<file path="src/rtl/ppi_peer_pkg.sv">
// ppi_peer_pkg: shared types and defaults for the 8255 handshake peer.
// FSM state enums, arbiter grant encoding, pulse/timeout defaults.
package ppi_peer_pkg;

  localparam int ACK_CYCLES_DEF  = 4;
  localparam int STB_CYCLES_DEF  = 4;
  localparam int IBF_TIMEOUT_DEF = 16;

  typedef enum logic [1:0] {
    R_IDLE,
    R_ACK,
    R_WAIT
  } rx_state_e;

  typedef enum logic [2:0] {
    T_IDLE,
    T_LOAD,
    T_STB,
    T_WAIT_HI,
    T_WAIT_LO
  } tx_state_e;

  typedef enum logic [1:0] {
    G_NONE,
    G_RX,
    G_TX
  } grant_e;

  function automatic int cnt_max(input int a, input int b, input int c);
    int m;
    m = a;
    if (b > m) m = b;
    if (c > m) m = c;
    return m;
  endfunction

endpackage

</file>
<file path="src/rtl/ppi_peer_fifo.sv">
// ppi_peer_fifo: synchronous byte FIFO with registered occupancy count.
// Push when full and pop when empty are ignored.
module ppi_peer_fifo #(
  parameter int DEPTH = 4
) (
  input  logic       clk,
  input  logic       rst_n,
  input  logic       push,
  input  logic [7:0] wr_data,
  input  logic       pop,
  output logic [7:0] rd_data,
  output logic       full,
  output logic       empty
);

  localparam int AW = (DEPTH > 1) ? $clog2(DEPTH) : 1;

  logic [7:0]    mem [DEPTH];
  logic [AW-1:0] wr_ptr;
  logic [AW-1:0] rd_ptr;
  logic [AW:0]   count;
  logic          do_push;
  logic          do_pop;

  assign full    = (count == (AW+1)'(DEPTH));
  assign empty   = (count == '0);
  assign do_push = push && !full;
  assign do_pop  = pop && !empty;
  assign rd_data = mem[rd_ptr];

  // Pointer, count and storage update.
  always_ff @(posedge clk or negedge rst_n) begin
    if (!rst_n) begin
      wr_ptr <= '0;
      rd_ptr <= '0;
      count  <= '0;
      for (int i = 0; i < DEPTH; i++) mem[i] <= 8'h00;
    end else begin
      if (do_push) begin
        mem[wr_ptr] <= wr_data;
        wr_ptr      <= wr_ptr + 1'b1;
      end
      if (do_pop) rd_ptr <= rd_ptr + 1'b1;
      unique case ({do_push, do_pop})
        2'b10:   count <= count + 1'b1;
        2'b01:   count <= count - 1'b1;
        default: count <= count;
      endcase
    end
  end

endmodule

</file>
<file path="src/rtl/ppi_handshake_peer.sv">
// ppi_handshake_peer: external-device partner on 8255 port A strobed modes.
// Define PPI_PEER_MODE2_EN to compile in the TX (mode 2) path.
module ppi_handshake_peer
  import ppi_peer_pkg::*;
#(
  parameter int FIFO_DEPTH  = 4,
  parameter int ACK_CYCLES  = ACK_CYCLES_DEF,
  parameter int STB_CYCLES  = STB_CYCLES_DEF,
  parameter int IBF_TIMEOUT = IBF_TIMEOUT_DEF
) (
  input  logic       clk,
  input  logic       rst_n,
  input  logic [7:0] ppi_pa_out,
  input  logic       ppi_obf_n,
  input  logic       ppi_ibf,
  output logic [7:0] ppi_pa_in,
  output logic       ppi_ack_n,
  output logic       ppi_stb_n,
  output logic [7:0] rx_data,
  output logic       rx_valid,
  input  logic       rx_ready,
  input  logic [7:0] tx_data,
  input  logic       tx_valid,
  output logic       tx_ready,
  output logic       tx_nack
);

  localparam int CNT_MAX = cnt_max(ACK_CYCLES, STB_CYCLES, IBF_TIMEOUT);
  localparam int CW      = $clog2(CNT_MAX + 1);
  localparam logic [CW-1:0] ACK_LAST = CW'(ACK_CYCLES - 1);

  rx_state_e     rx_state;
  rx_state_e     rx_state_nxt;
  grant_e        grant;
  logic [CW-1:0] cnt;
  logic          rx_elig;
  logic          rx_push;
  logic          rx_pop;
  logic          rx_full;
  logic          rx_empty;
  logic          tx_busy;
  logic          tx_elig;
  logic          tx_chg;

  assign rx_elig  = !ppi_obf_n && !rx_full;
  assign rx_valid = !rx_empty;
  assign rx_pop   = rx_valid && rx_ready;

  ppi_peer_fifo #(.DEPTH(FIFO_DEPTH)) u_rx_fifo (
    .clk     (clk),
    .rst_n   (rst_n),
    .push    (rx_push),
    .wr_data (ppi_pa_out),
    .pop     (rx_pop),
    .rd_data (rx_data),
    .full    (rx_full),
    .empty   (rx_empty)
  );

  // One transaction at a time; RX wins a tie from idle.
  always_comb begin
    grant = G_NONE;
    if (rx_state != R_IDLE) grant = G_RX;
    else if (tx_busy)       grant = G_TX;
    else if (rx_elig)       grant = G_RX;
    else if (tx_elig)       grant = G_TX;
  end

  // RX next state: ACK pulse, capture on its last cycle, wait OBF release.
  always_comb begin
    rx_state_nxt = rx_state;
    rx_push      = 1'b0;
    unique case (rx_state)
      R_IDLE: if (grant == G_RX) rx_state_nxt = R_ACK;
      R_ACK: begin
        if (cnt == ACK_LAST) begin
          rx_push      = 1'b1;
          rx_state_nxt = R_WAIT;
        end
      end
      R_WAIT:  if (ppi_obf_n) rx_state_nxt = R_IDLE;
      default: rx_state_nxt = R_IDLE;
    endcase
  end

  // RX state and registered ACK pin.
  always_ff @(posedge clk or negedge rst_n) begin
    if (!rst_n) begin
      rx_state  <= R_IDLE;
      ppi_ack_n <= 1'b1;
    end else begin
      rx_state  <= rx_state_nxt;
      ppi_ack_n <= (rx_state_nxt != R_ACK);
    end
  end

  // Shared pulse/timeout counter, restarted on any state change.
  always_ff @(posedge clk or negedge rst_n) begin
    if (!rst_n) cnt <= '0;
    else if ((rx_state_nxt != rx_state) || tx_chg) cnt <= '0;
    else if (cnt != '1) cnt <= cnt + 1'b1;
  end

`ifdef PPI_PEER_MODE2_EN
  localparam logic [CW-1:0] STB_LAST = CW'(STB_CYCLES - 1);
  localparam logic [CW-1:0] IBF_LAST = CW'(IBF_TIMEOUT - 1);

  tx_state_e  tx_state;
  tx_state_e  tx_state_nxt;
  logic       tx_push;
  logic       tx_pop;
  logic       tx_full;
  logic       tx_empty;
  logic       nack_set;
  logic [7:0] tx_head;

  assign tx_ready = !tx_full;
  assign tx_push  = tx_valid && !tx_full;
  assign tx_elig  = (!tx_empty || tx_push) && !ppi_ibf;
  assign tx_busy  = (tx_state != T_IDLE);
  assign tx_chg   = (tx_state_nxt != tx_state);

  ppi_peer_fifo #(.DEPTH(FIFO_DEPTH)) u_tx_fifo (
    .clk     (clk),
    .rst_n   (rst_n),
    .push    (tx_push),
    .wr_data (tx_data),
    .pop     (tx_pop),
    .rd_data (tx_head),
    .full    (tx_full),
    .empty   (tx_empty)
  );

  // TX next state: load, strobe, then follow IBF up and down.
  always_comb begin
    tx_state_nxt = tx_state;
    tx_pop       = 1'b0;
    nack_set     = 1'b0;
    unique case (tx_state)
      T_IDLE: if (grant == G_TX) tx_state_nxt = T_LOAD;
      T_LOAD: begin
        tx_pop       = 1'b1;
        tx_state_nxt = T_STB;
      end
      T_STB: if (cnt == STB_LAST) tx_state_nxt = T_WAIT_HI;
      T_WAIT_HI: begin
        if (ppi_ibf) begin
          tx_state_nxt = T_WAIT_LO;
        end else if (cnt == IBF_LAST) begin
          nack_set     = 1'b1;
          tx_state_nxt = T_IDLE;
        end
      end
      T_WAIT_LO: if (!ppi_ibf) tx_state_nxt = T_IDLE;
      default:   tx_state_nxt = T_IDLE;
    endcase
  end

  // TX state, STB pin, port A input byte and sticky NACK.
  always_ff @(posedge clk or negedge rst_n) begin
    if (!rst_n) begin
      tx_state  <= T_IDLE;
      ppi_stb_n <= 1'b1;
      ppi_pa_in <= 8'hFF;
      tx_nack   <= 1'b0;
    end else begin
      tx_state  <= tx_state_nxt;
      ppi_stb_n <= (tx_state_nxt != T_STB);
      if (tx_state == T_LOAD) ppi_pa_in <= tx_head;
      if (nack_set) tx_nack <= 1'b1;
    end
  end
`else
  logic unused_tx;

  assign unused_tx = ^{tx_data, tx_valid, ppi_ibf};
  assign tx_ready  = 1'b0;
  assign ppi_stb_n = 1'b1;
  assign ppi_pa_in = 8'hFF;
  assign tx_nack   = 1'b0;
  assign tx_busy   = 1'b0;
  assign tx_elig   = 1'b0;
  assign tx_chg    = 1'b0;
`endif

endmodule
</file>
<file path="config.mk">
export PLATFORM = sky130hd
export DESIGN_NAME = ppi_handshake_peer
export DESIGN_NICKNAME = d
export VERILOG_FILES = /design/src/rtl/ppi_peer_pkg.sv /design/src/rtl/ppi_peer_fifo.sv /design/src/rtl/ppi_handshake_peer.sv
export SDC_FILE = /design/constraint.sdc
export NUM_CORES = 1
export LEC_CHECK = 0
export ABC_AREA = 1
export BUFFER_PORTS_ARGS = -buffer_cell sky130_fd_sc_hd__buf_4
export CAP_MARGIN = 10
export CORE_ASPECT_RATIO = 0.5
export CORE_UTILIZATION = 41
export DETAILED_ROUTE_END_ITERATION = 12
export PLACE_DENSITY_LB_ADDON = 0.25
export SLEW_MARGIN = 5
export SYNTH_ARGS = -nofsm -noshare
export SYNTH_HDL_FRONTEND = slang
export SYNTH_SLANG_ARGS = --single-unit
</file>
<file path="constraint.sdc">
create_clock -name clk -period 2.72 [get_ports clk]
set_input_delay 0 -clock clk [delete_from_list [all_inputs] [get_ports clk]]
set_output_delay 0 -clock clk [all_outputs]
set_load 0.05 [all_outputs]
</file>
* Yosys cells after proc, flatten, opt, wreduce, memory -nomap -nowiden
Cells that the tools add are included.
** Word-level totals
- Register bits :: 47
- Output and inout bits :: 21
- Logic and storage cells :: 60
- Bits of input ports :: 22
** Operators by class
- $lt $le $gt $ge :: 3
- Add/subtract/negate cells :: 5
- Equal/unequal tests :: 10
- Mux-type cells :: 17
- Reductions and logical operators :: 13
- Bitwise operators :: 2
** Operators with widths (number)
- bitwise mux 32 bit :: 1
- 2-to-1 mux 8 bit :: 3
- binary-select mux 8 bit (select 2 bit) :: 1
- demux 8 bit (select 2 bit) :: 1
- 2-to-1 mux 5 bit :: 2
- equality test 2 x 1 -> 1 bit, second input constant :: 3
- >= comparator 3 bit, second input constant :: 2
- 2-to-1 mux 2 bit :: 3
- inverter 2 -> 3 bit :: 2
- one-hot mux 2 bit (3 select lines) :: 1
- one-hot mux 3 bit (2 select lines) :: 1
- nonzero test 2 bit :: 3
- adder 5 x 1 -> 5 bit, second input constant :: 1
- equality test 5 x 2 -> 1 bit, second input constant :: 1
- logical AND 1 bit :: 5
- inequality test 5 bit, second input constant :: 1
- adder 2 x 1 -> 2 bit, second input constant :: 2
- equality test 2 bit, second input constant :: 2
- 2-to-1 mux 1 bit :: 4
- adder 3 x 1 -> 3 bit, second input constant :: 1
- equality test 3 bit, second input constant :: 1
- logical NOT 1 bit :: 3
- logical NOT 3 bit :: 1
- < comparator 3 x 1 -> 1 bit, second input constant :: 1
- other kinds (4) :: 4

* Depth between registers and ports, before layout
- Depth after elaboration :: 10
- Depth in mapped cells :: 13
- Mapped depth without buffers :: 12

* By module
From an unflattened synthesis, not the netlist that was laid out.
** Second synthesis, totals
- Cells, all modules :: 314
- Area, all modules :: 2549.9 um^2
** By module, submodules not included
- ppi_peer_fifo :: instances 1, area each 2031.9 um^2, cells an instance 251
- ppi_handshake_peer :: instances 1, area each 518.0 um^2, cells an instance 63

* Worst setup path before layout
OpenSTA, ideal clock, no wires.
- Path kind :: reg2reg
- From :: reg u_rx_fifo.count[0]
- To :: reg u_rx_fifo.count[2]
- Period minus slack after synthesis :: 2.113 ns
- Cell stages (with the launch flop) :: 11
- Buffers on the path :: 0
- Library setup time :: 0.131 ns
- Required time :: 2.589 ns
- Setup slack :: 0.607 ns
- Arrival time :: 1.982 ns
- Cells stage by stage :: dfrtp_1 inv_1 nand3_1 nand2_1 inv_1 ha_1 inv_1 fa_1 a21oi_1 o21ai_0 xor2_1
** Between the ends
- Cells in the longest elaborated chain, start to end :: 6
- Elaborated cells between the ends (all ways) :: 13
- Classes of those cells :: add/sub (2); eq/ne (3); mux (1); reduce/logical (7)
** RTL lines
- from (decl) :: RTL line ppi_peer_fifo.sv:21 : logic [AW:0] count;
- from (signal assigned) :: RTL line ppi_peer_fifo.sv:45 : 2'b10: count <= count + 1'b1;
- from (signal assigned) :: RTL line ppi_peer_fifo.sv:46 : 2'b01: count <= count - 1'b1;
- from (signal assigned) :: RTL line ppi_peer_fifo.sv:47 : default: count <= count;
- logical NOT 3 bit (*) :: RTL line ppi_peer_fifo.sv:26 : assign empty = (count == '0);
- logical NOT 1 bit (*) :: RTL line ppi_handshake_peer.sv:46 : assign rx_valid = !rx_empty;
- net rx_valid :: RTL line ppi_handshake_peer.sv:20 : output logic rx_valid,
- logical AND 1 bit :: RTL line ppi_handshake_peer.sv:47 : assign rx_pop = rx_valid && rx_ready;
- logical AND 1 bit (*) :: RTL line ppi_peer_fifo.sv:28 : assign do_pop = pop && !empty;
- net u_rx_fifo.do_pop :: RTL line ppi_peer_fifo.sv:23 : logic do_pop;
- equality test 2 x 1 -> 1 bit or equality test 2 bit (tied branches) :: RTL line ppi_peer_fifo.sv:44 : unique case ({do_push, do_pop})
- one-hot mux 3 bit (2 select lines) or nonzero test 2 bit (tied branches)
Mark *: on every way through the listed nets, which the timed path passes. The rest lies on a longest branch.
A chain may end at the register's enable or synchronous reset.

* Worst setup path after layout
- From :: reg cnt[0]
- To :: reg u_rx_fifo.count[2]
** Between the ends
- Cells in the longest elaborated chain, start to end :: 6
- Elaborated cells between the ends (all ways) :: 8
- Classes of those cells :: eq/ne (3); mux (3); reduce/logical (2)
** RTL lines
- from (decl) :: RTL line ppi_handshake_peer.sv:35 : logic [CW-1:0] cnt;
- from (signal assigned) :: RTL line ppi_handshake_peer.sv:101 : else if (cnt != '1) cnt <= cnt + 1'b1;
- equality test 5 x 2 -> 1 bit (*) :: RTL line ppi_handshake_peer.sv:76 : if (cnt == ACK_LAST) begin
- 2-to-1 mux 1 bit (*) :: RTL line ppi_handshake_peer.sv:76
- 2-to-1 mux 1 bit (*) :: RTL line ppi_handshake_peer.sv:73 : unique case (rx_state)
- logical AND 1 bit (*) :: RTL line ppi_peer_fifo.sv:27 : assign do_push = push && !full;
- equality test 2 x 1 -> 1 bit or equality test 2 bit (tied branches) :: RTL line ppi_peer_fifo.sv:44
- one-hot mux 3 bit (2 select lines) or nonzero test 2 bit (tied branches)
Every way passes the cells marked *; elsewhere a longest branch is shown, timed or not.

==> impl_metrics.xml <==
<?xml version="1.0" encoding="UTF-8"?>
<metrics>
  <group name="status">
    <metric name="status" unit="">finished clean</metric>
  </group>
  <group name="die">
    <metric name="fp.dieW" unit="µm">110</metric>
    <metric name="io-pin-count" unit="">43</metric>
    <metric name="core" unit="µm²">5560</metric>
    <metric name="die_y" unit="µm">56.2</metric>
    <metric name="dieArea" unit="µm²">6210</metric>
    <metric name="floorplan.initialDensity" unit="">0.433</metric>
    <metric name="row_count" unit="">19</metric>
  </group>
  <group name="clocking">
    <metric name="clkLatencyLatePin" unit="ns">0.29</metric>
    <metric name="htree_num_levels" unit="">2</metric>
    <metric name="ctsResizeCount" unit="">0</metric>
    <metric name="tritoncts.num_buffers" unit="">5</metric>
    <metric name="clk_pin_slew_worst_paths" unit="ns">0.06</metric>
    <metric name="clock_path_buffers" unit="">2</metric>
    <metric name="root_buffer" unit="">sky130_fd_sc_hd__clkbuf_16</metric>
    <metric name="clock_sink_count" unit="">47</metric>
    <metric name="tritoncts_clock_tree" unit="">built</metric>
  </group>
  <group name="global_route">
    <metric name="groute.usage.overall" unit="">0.188</metric>
    <metric name="grt_remaining_overflow" unit="">0</metric>
    <metric name="grt_pass1_wl" unit="µm">9160</metric>
    <metric name="grt_antenna_before_repair" unit="">0</metric>
    <metric name="first_global_vias" unit="">1907</metric>
    <metric name="grt_start_max_net_pins" unit="">48</metric>
  </group>
  <group name="sta">
    <metric name="final.setup_skew" unit="ns">0.00779</metric>
    <metric name="worstMarginPinSlew" unit="ns">0.598</metric>
    <metric name="setup_violations" unit="">0</metric>
    <metric name="timing_max_transition_violations_final" unit="">0</metric>
    <metric name="final-hold-violation-count" unit="">0</metric>
    <metric name="fin_setup_tns" unit="ns">0</metric>
    <metric name="finalCritPeriodShare" unit="">0.741</metric>
    <metric name="fmaxAchievable" unit="MHz">496</metric>
    <metric name="timing.slew.headroom" unit="">0.601</metric>
    <metric name="rsz0062_at_grt" unit="">no</metric>
    <metric name="period_minus_slack" unit="ns">2.02</metric>
  </group>
  <group name="hold_path">
    <metric name="hold_crit_class" unit="">in2reg</metric>
  </group>
  <group name="finish">
    <metric name="drive_gt1_frac" unit="">0.123</metric>
    <metric name="diodes" unit="">0</metric>
    <metric name="layout-area-overhead-vs-synth" unit="%">15.0</metric>
    <metric name="n_fill_cell" unit="">524</metric>
    <metric name="final-instance-count-excl-fill" unit="">383</metric>
    <metric name="final_nets" unit="">341</metric>
  </group>
  <group name="detailed_routing">
    <metric name="routed.top_layer" unit="">met4</metric>
    <metric name="drc" unit="">0</metric>
    <metric name="drt.antenna.violating_nets" unit="">0</metric>
    <metric name="drt_first_iter_violations" unit="">117</metric>
    <metric name="detail_route.wirelength.met1" unit="µm">2490</metric>
    <metric name="routed-via-count" unit="">1898</metric>
    <metric name="wl_met2" unit="µm">2470</metric>
    <metric name="detailedRoute.firstPassIterationCount" unit="">4</metric>
    <metric name="met3_wirelength" unit="µm">196</metric>
    <metric name="detail_route.wl_per_cell" unit="µm">13.5</metric>
    <metric name="wirelength" unit="µm">5180</metric>
    <metric name="routed_via_count_divided_by_cell_count" unit="">4.96</metric>
  </group>
  <group name="synthesis">
    <metric name="synth.ff_latch_count" unit="">47</metric>
    <metric name="mappedNetlistArea" unit="µm²">2410</metric>
    <metric name="synth-seq-area-share" unit="">0.488</metric>
    <metric name="syn_inst" unit="">286</metric>
    <metric name="syn_area_per_cell" unit="µm²">8.43</metric>
    <metric name="yosysWarnings" unit="">0</metric>
    <metric name="synth.distinct_cells" unit="">25</metric>
  </group>
  <group name="critical_path">
    <metric name="worstPathRequired" unit="ns">2.88</metric>
    <metric name="timing.critical_path.from_type" unit="">flip-flop</metric>
    <metric name="setup.worst_path.end_class" unit="">flip-flop</metric>
    <metric name="criticalPathCategory" unit="">reg2reg</metric>
    <metric name="reg2reg_setup_slack" unit="ns">0.70</metric>
    <metric name="worst_ep_arrival_time" unit="ns">2.18</metric>
    <metric name="critical_path_peak_fanout" unit="">3</metric>
  </group>
  <group name="placed_design">
    <metric name="dpl_hpwl" unit="µm">3190</metric>
    <metric name="gp_routability_congestion" unit="">0.755</metric>
    <metric name="port_buffers" unit="">21</metric>
    <metric name="dp_cells" unit="">368</metric>
  </group>
  <group name="job">
    <metric name="timing.max_cap.violations" unit="">0</metric>
  </group>
  <group name="power_and_ir_drop">
    <metric name="ir_worst_vdd" unit="mV">0.430</metric>
    <metric name="p_leak" unit="nW">1.37</metric>
    <metric name="pwr_density_cell" unit="nW/µm²">1200</metric>
  </group>
</metrics>
state kept, by name (all words and copies together) (netlist names):
signal / cells
u_rx_fifo.mem: 32
cnt: 5
u_rx_fifo.count: 3
rx_state: 2
u_rx_fifo.rd_ptr: 2
u_rx_fifo.wr_ptr: 2
ppi_ack_n: 1
where the power goes:
| group | switching [mW] | internal [mW] | leakage [nW] |
|---|---|---|---|
| clock | 0.245 | 0.331 | 0.0628 |
| sequential | 0.182 | 0.984 | 0.503 |
| combinational | 1.10 | 0.480 | 0.802 |
worst max-delay path: stages, from the launching register on:
cell and delay, ns:
sky130_fd_sc_hd__dfrtp_1 0.40, sky130_fd_sc_hd__ha_1 0.22, sky130_fd_sc_hd__inv_1 0.08, sky130_fd_sc_hd__nor2_2 0.05, sky130_fd_sc_hd__nand3_2 0.11, sky130_fd_sc_hd__nor2_4 0.04, sky130_fd_sc_hd__inv_1 0.05, sky130_fd_sc_hd__ha_1 0.13
sky130_fd_sc_hd__inv_1 0.06, sky130_fd_sc_hd__fa_1 0.37, sky130_fd_sc_hd__a21oi_1 0.14, sky130_fd_sc_hd__o21ai_0 0.11, sky130_fd_sc_hd__xor2_1 0.15
cell type report:
class | count | area [µm²] | share of cell area
sequential | 47 | 1180 | 0.424
multi-input combinational | 206 | 1040 | 0.376
timing repair buffer | 32 | 263 | 0.0947
clock buffer | 6 | 129 | 0.0465
tap | 73 | 91.3 | 0.0329
inverter | 19 | 71.3 | 0.0257
repair_timing:
action | 4_1_cts | 5_1_grt
setup buffers | 0 | 0
hold buffers | 9 | 0
endpoints found under the hold margin | 75 | 0
placed cells by master (no fill, tap or decap), types with 7 or more instances in the layout:
| master | instances |
|---|---|
| sky130_fd_sc_hd__nor2_1 | 26 |
| sky130_fd_sc_hd__dfrtp_1 | 46 |
| sky130_fd_sc_hd__dlygate4sd3_1 | 9 |
| sky130_fd_sc_hd__nand2_1 | 78 |
| sky130_fd_sc_hd__buf_4 | 23 |
| sky130_fd_sc_hd__ha_1 | 7 |
| sky130_fd_sc_hd__conb_1 | 11 |
| sky130_fd_sc_hd__inv_1 | 19 |
| sky130_fd_sc_hd__o21ai_0 | 21 |
| sky130_fd_sc_hd__o22ai_1 | 8 |
| sky130_fd_sc_hd__nand3_1 | 34 |
final timing paths:
path | startpoint | to | depth (start not counted)
max reg2reg | cnt[0] | u_rx_fifo.count[2] | 12
min in group asynchronous | rst_n | cnt[2] | 2
max | cnt[0] | u_rx_fifo.count[2] | 12
max in group asynchronous | rst_n | u_rx_fifo.mem[24] | 2
min | ppi_obf_n | rx_state[1] | 4
min reg2reg | u_rx_fifo.mem[19] | u_rx_fifo.mem[19] | 2
layer usage:
layer | global-route usage | up-vias
met5 | 0 | -
met4 | 0.0781 | 0
met3 | 0.0370 | 2
met2 | 0.301 | 49
met1 | 0.252 | 910
li1 | - | 937
through the flow:
step	utilization	setup slack (ns)	power (mW)	hold WS (ns)	instance area, µm²
floorplan	-	0.607	2.34	-0.296	2440
global placement	0.459	0.741	2.70	0.0393	2550
detailed placement	0.459	0.699	2.74	0.0513	2550
CTS	0.499	0.691	3.34	0.0429	2770
global route	0.499	0.574	3.56	0.0883	2770
finish	0.499	0.704	3.32	0.0430	2770
cell usage after synthesis:
library cell               instances  area share
sky130_fd_sc_hd__buf_1             1      0.0016
sky130_fd_sc_hd__ha_1              7       0.036
sky130_fd_sc_hd__buf_2             6       0.012
sky130_fd_sc_hd__nand2_4           4       0.019
sky130_fd_sc_hd__xnor2_1           1      0.0036
sky130_fd_sc_hd__conb_1            2      0.0031
sky130_fd_sc_hd__inv_1            19       0.030
sky130_fd_sc_hd__nand3_2           1      0.0042
sky130_fd_sc_hd__o21ai_0          21       0.044
sky130_fd_sc_hd__fa_1              1      0.0083
sky130_fd_sc_hd__a21oi_1           1      0.0021
sky130_fd_sc_hd__nand2_1          78        0.12
sky130_fd_sc_hd__buf_4            14       0.044
sky130_fd_sc_hd__buf_6             1      0.0047
sky130_fd_sc_hd__xor2_1            6       0.022
sky130_fd_sc_hd__nand3_1          34       0.071
sky130_fd_sc_hd__nor2_2            3      0.0078
sky130_fd_sc_hd__nand4_1           1      0.0026
sky130_fd_sc_hd__nor2_4            1      0.0047
sky130_fd_sc_hd__nor2_1           26       0.040
sky130_fd_sc_hd__mux2i_1           2      0.0083
sky130_fd_sc_hd__dfstp_2           1       0.011
sky130_fd_sc_hd__clkbuf_1          1      0.0016
sky130_fd_sc_hd__o22ai_1           8       0.021
sky130_fd_sc_hd__dfrtp_1          46        0.48
cells by family after synthesis:
| group | after synthesis | share of synthesized area |
|---|---|---|
| and+or+nand+nor | 148 | 0.270 |
| DFF | 47 | 0.488 |
| buffers and inverters | 42 | 0.0934 |
| AOI/OAI and AO/OA | 30 | 0.0664 |
| adders and majority gates | 8 | 0.0446 |
| xor gates and xnor gates | 7 | 0.0254 |
| other | 2 | 0.00311 |
| muxes | 2 | 0.00830 |
Power figures use the tool's default switching activity.
